**src/rtl/if_fetch.sv**
```systemverilog
// Instruction-fetch stage: owns the PC, drives the instruction SRAM request and
// holds a decode redirect that arrives while the PC is frozen.
module if_fetch #(
  parameter logic [31:0] RESET_PC = 32'hBFC0_0000
) (
  input  logic        clk,
  input  logic        rst,
  input  logic [5:0]  stall,
  input  logic [32:0] br_bus,
  output logic [32:0] if_to_id_bus,
  output logic        inst_sram_en,
  output logic [3:0]  inst_sram_wen,
  output logic [31:0] inst_sram_addr,
  output logic [31:0] inst_sram_wdata
);

  localparam logic STOP = 1'b1;

  logic        br_e;
  logic [31:0] br_addr;
  assign {br_e, br_addr} = br_bus;

  logic [31:0] pc_q, pc_d;
  logic        ce_q, ce_d;
  logic        pend_valid_q, pend_valid_d;
  logic [31:0] pend_addr_q, pend_addr_d;
  logic [31:0] next_pc;

  // Only bit 0 of the stall vector concerns this stage.
  logic unused_stall;
  assign unused_stall = ^stall[5:1];

  // A live redirect beats a held one: decode re-presents the same branch on release.
  always_comb begin
    if (br_e)              next_pc = br_addr;
    else if (pend_valid_q) next_pc = pend_addr_q;
    else                   next_pc = pc_q + 32'd4;
  end

  always_comb begin
    // NOTE: every _d gets a hold default first so no path leaves it unassigned (no latch).
    pc_d         = pc_q;
    ce_d         = ce_q;
    pend_valid_d = pend_valid_q;
    pend_addr_d  = pend_addr_q;
    if (stall[0] == STOP) begin
      if (br_e) begin
        pend_valid_d = 1'b1;
        pend_addr_d  = br_addr;
      end
    end else begin
      pc_d         = next_pc;
      ce_d         = 1'b1;
      pend_valid_d = 1'b0;
    end
  end

  always_ff @(posedge clk) begin
    // NOTE: non-blocking assignments so all registers update from pre-edge values.
    if (!rst) begin
      pc_q         <= RESET_PC - 32'd4;
      ce_q         <= 1'b0;
      pend_valid_q <= 1'b0;
      pend_addr_q  <= 32'd0;
    end else begin
      pc_q         <= pc_d;
      ce_q         <= ce_d;
      pend_valid_q <= pend_valid_d;
      pend_addr_q  <= pend_addr_d;
    end
  end

  assign if_to_id_bus    = {ce_q, pc_q};
  assign inst_sram_en    = ce_q;
  assign inst_sram_addr  = pc_q;
  assign inst_sram_wen   = 4'b0000;
  assign inst_sram_wdata = 32'd0;

endmodule
```
**config.mk**
```make
export PLATFORM = sky130hd
export DESIGN_NAME = if_fetch
export DESIGN_NICKNAME = d
export VERILOG_FILES = /design/src/rtl/if_fetch.sv
export SDC_FILE = /design/constraint.sdc
export NUM_CORES = 1
export LEC_CHECK = 0
export BUFFER_PORTS_ARGS = -buffer_cell sky130_fd_sc_hd__buf_2
export CORE_ASPECT_RATIO = 0.6
export CORE_MARGIN = 1
export CORE_UTILIZATION = 48
export DETAILED_ROUTE_END_ITERATION = 6
export HOLD_SLACK_MARGIN = 0.05
export PLACE_DENSITY = 0.82
export SLEW_MARGIN = 10
export SYNTH_ARGS = -nofsm -noshare
export SYNTH_HDL_FRONTEND = slang
export SYNTH_SLANG_ARGS = --single-unit
```
**constraint.sdc**
```tcl
create_clock -name clk -period 5.1 [get_ports clk]
set_clock_uncertainty 0.05 [all_clocks]
set_input_delay 0.51 -clock clk [delete_from_list [all_inputs] [get_ports clk]]
set_output_delay 0.51 -clock clk [all_outputs]
set_load 0.02 [all_outputs]
```
==> flow_metrics.env <==
export IMPL_ys_ff_latch=66
export IMPL_p_clk_frac=0.411
export IMPL_drc=0
export IMPL_worstMarginPinSlew_ns=1.208
export IMPL_final_antenna_net_count=0
export IMPL_min_path_type="primary input to flop"
export IMPL_fin_crit_sh=0.5150
export IMPL_power_leakage_nw=1.828
export IMPL_crit_type="primary input to flop"
export IMPL_hold_viol_final=0
export IMPL_worstPathRequired_ns=5.23
export IMPL_synthTopCellsByCount="87 x nand2_1, 69 x buf_4, 66 x dfxtp_1"
export IMPL_dp_slack_ns=2.312
export IMPL_grt_max_degree=45
export IMPL_total_power_w=0.001610
export IMPL_synth_avg_cell_area_um2=7.835
export IMPL_multi_input_area_um2=1987
export IMPL_fin_crit_ns=2.626
export IMPL_htree_levels=3
export IMPL_die_y_um=71.42
export IMPL_net_switching_power_w=0.0005186
export IMPL_ctsHoldBuffers=0
export IMPL_cts_resized=0
export IMPL_p_per_area_nw_per_um2=373.3
export IMPL_rows=24
export IMPL_die_w_um=117.7
export IMPL_relSlewSlack=0.1920
export IMPL_die_area_um2=8405
export IMPL_routed_wl_um=10450
export IMPL_ioPinCount=143
export IMPL_synth_edf_count=0
export IMPL_cts_sink_count=66
export IMPL_peakVddDrop_mv=0.1546
export IMPL_via_count=3730
export IMPL_cp_max_fo=44
export IMPL_rsz0062_at_grt="no"
export IMPL_drtPass1Iterations=6
export IMPL_core_um2=7507
export IMPL_grtUsageTotal=0.2503
export IMPL_endpoint_kind="flop"
export IMPL_slew_violations=0
export IMPL_regArea_um2=1321
export IMPL_yosysUniqueCellTypes=54
export IMPL_initial_utilization=0.5135
export IMPL_intPower_w=0.001091
export IMPL_ys_flop_type="dfxtp_1"
export IMPL_holdWs_ns=0.3707
export IMPL_cts_buffer_depth=2
export IMPL_netlist_instances=492
export IMPL_clk_latency_ns=0.33
export IMPL_final_util=0.5743
export IMPL_cts_buffers=9
export IMPL_ys_warn_count=0
export IMPL_post_cts_setup_buffers=0
export IMPL_status="completed"
export IMPL_setup_violations=0
export IMPL_worst_setup_path_start_kind="primary input"
export IMPL_numPortBuffers=101
export IMPL_p_seq_frac=0.372
export IMPL_synthTopCellsByArea="dfxtp_1 34%, buf_4 13%, nand2_1 8.5%, a21oi_1 8.0%, a221o_1 3.1%"
export IMPL_drt_iter0_markers=411
export IMPL_antennaDiodeCount=0
export IMPL_drive_gt1_frac=0.2431
export IMPL_arrival_ns=2.76
export IMPL_max_freq_mhz=380.8
export IMPL_cts_tree="built"
export IMPL_final_nets=584
export IMPL_grt_overflow=0
export IMPL_tns_ns=0
export IMPL_grt_pass1_wl_um=16280
export IMPL_dp_hpwl_um=7400
export IMPL_comb_power_share=0.217
export IMPL_switching_share=0.3222
export IMPL_cap_violations=0
export IMPL_antenna_found_initial=0
export IMPL_gp_congestion=0.8545
export IMPL_yosysMostFrequentCell="nand2_1"
export IMPL_synthArstFlopShare=0
export IMPL_vias_per_cell=5.730
export IMPL_fin_ws_ns=2.474
export IMPL_fillerInstances=700
export IMPL_area_delta_synth_final_pct=11.85
export IMPL_wl_per_cell_um=16.06
export IMPL_syn_cell_area_um2=3855
export IMPL_synth_top_area_share=0.3427
export IMPL_cts_root_buf="clkbuf_16"
export IMPL_synth_seq_area_share=0.3427
export IMPL_grt_pass1_vias=3099
export IMPL_clk_pin_slew_ns=0.06
export IMPL_synth_top_area_cell="dfxtp_1"
final timing paths:
kind	slack [ns]	to	cells after the start	from
setup / recovery	2.47	inst_sram_addr[13]	6	br_bus[32]
hold reg to reg	0.40	pend_addr_q[14]	2	pend_addr_q[14]
hold / removal	0.37	pend_addr_q[0]	3	br_bus[0]
setup reg to reg	2.77	inst_sram_addr[13]	5	pend_valid_q
layout by cell type (no fill, tap or decap), drive strengths merged, types with 3 or more instances in the layout:
master | Yosys | routed
buf | 80 | 102
nand2 | 87 | 87
dfxtp | 66 | 66
a21oi | 62 | 62
conb | 1 | 36
nor2 | 28 | 28
nand3 | 16 | 16
o21ai | 13 | 13
a221o | 12 | 12
inv | 11 | 11
a221oi | 10 | 10
a2bb2oi | 10 | 10
and3 | 10 | 10
clkbuf | 18 | 9
nor3 | 7 | 7
a31oi | 7 | 7
o22a | 7 | 7
o211ai | 5 | 5
nand4 | 5 | 5
a211oi | 4 | 4
nand2b | 3 | 3
o22ai | 3 | 3
o21a | 3 | 3
clkinv | 0 | 3
sequential cells by signal, indices dropped and copies added (netlist names):
register / flops
inst_sram_addr: 32
inst_sram_en: 1
pend_addr_q: 32
pend_valid_q: 1
final cells by class:
cell class | count | area share
tap | 104 | 0.03018
multi-input combinational | 352 | 0.4608
inverter | 11 | 0.009576
clock buffer | 9 | 0.05223
sequential | 66 | 0.3064
clock inverter | 7 | 0.02176
timing repair buffer | 102 | 0.1190
per-layer routing:
metal,GRT usage,share of wire
met5,0,0
met4,0.03989,0.0074
met3,0.08599,0.12
met2,0.3405,0.41
met1,0.3790,0.46
power by group through the flow:
stage	sequential, W	combinational [W]	clock [W]
finish	0.000598	0.000350	0.000661
CTS	0.000597	0.000346	0.000665
floorplan	0.000625	0.000273	0
global placement	0.000605	0.000337	0
detailed placement	0.000609	0.000344	0
global route	0.000605	0.000375	0.000696
kinds of logic (layout without fill, tap and decap cells):
| kind of cell | after synthesis | after routing | synth area share |
|---|---|---|---|
| AO/OA/AOI/OAI | 145 | 145 | 0.2515 |
| flip-flops | 66 | 66 | 0.3427 |
| buffers and inverters | 109 | 129 | 0.1766 |
| AND/OR/NAND/NOR | 168 | 168 | 0.2197 |
| multiplexers | 2 | 2 | 0.005193 |
| other | 1 | 36 | 0.0009728 |
| adder cells (fa/ha/maj) | 1 | 1 | 0.003245 |
per-stage QoR:
step	std cells	cell area [um^2]
finish	651	4312
global route	651	4312
floorplan	527	3986
global placement	635	3990
detailed placement	635	3990
CTS	651	4309
critical path, stage by stage:
cell,delay (ns)
buf_2,0.58
nor2b_1,0.28
buf_4,0.29
a221oi_1,0.71
a21oi_1,0.20
a2bb2oi_1,0.18
No activity file was read; power rests on OpenSTA's default activity.
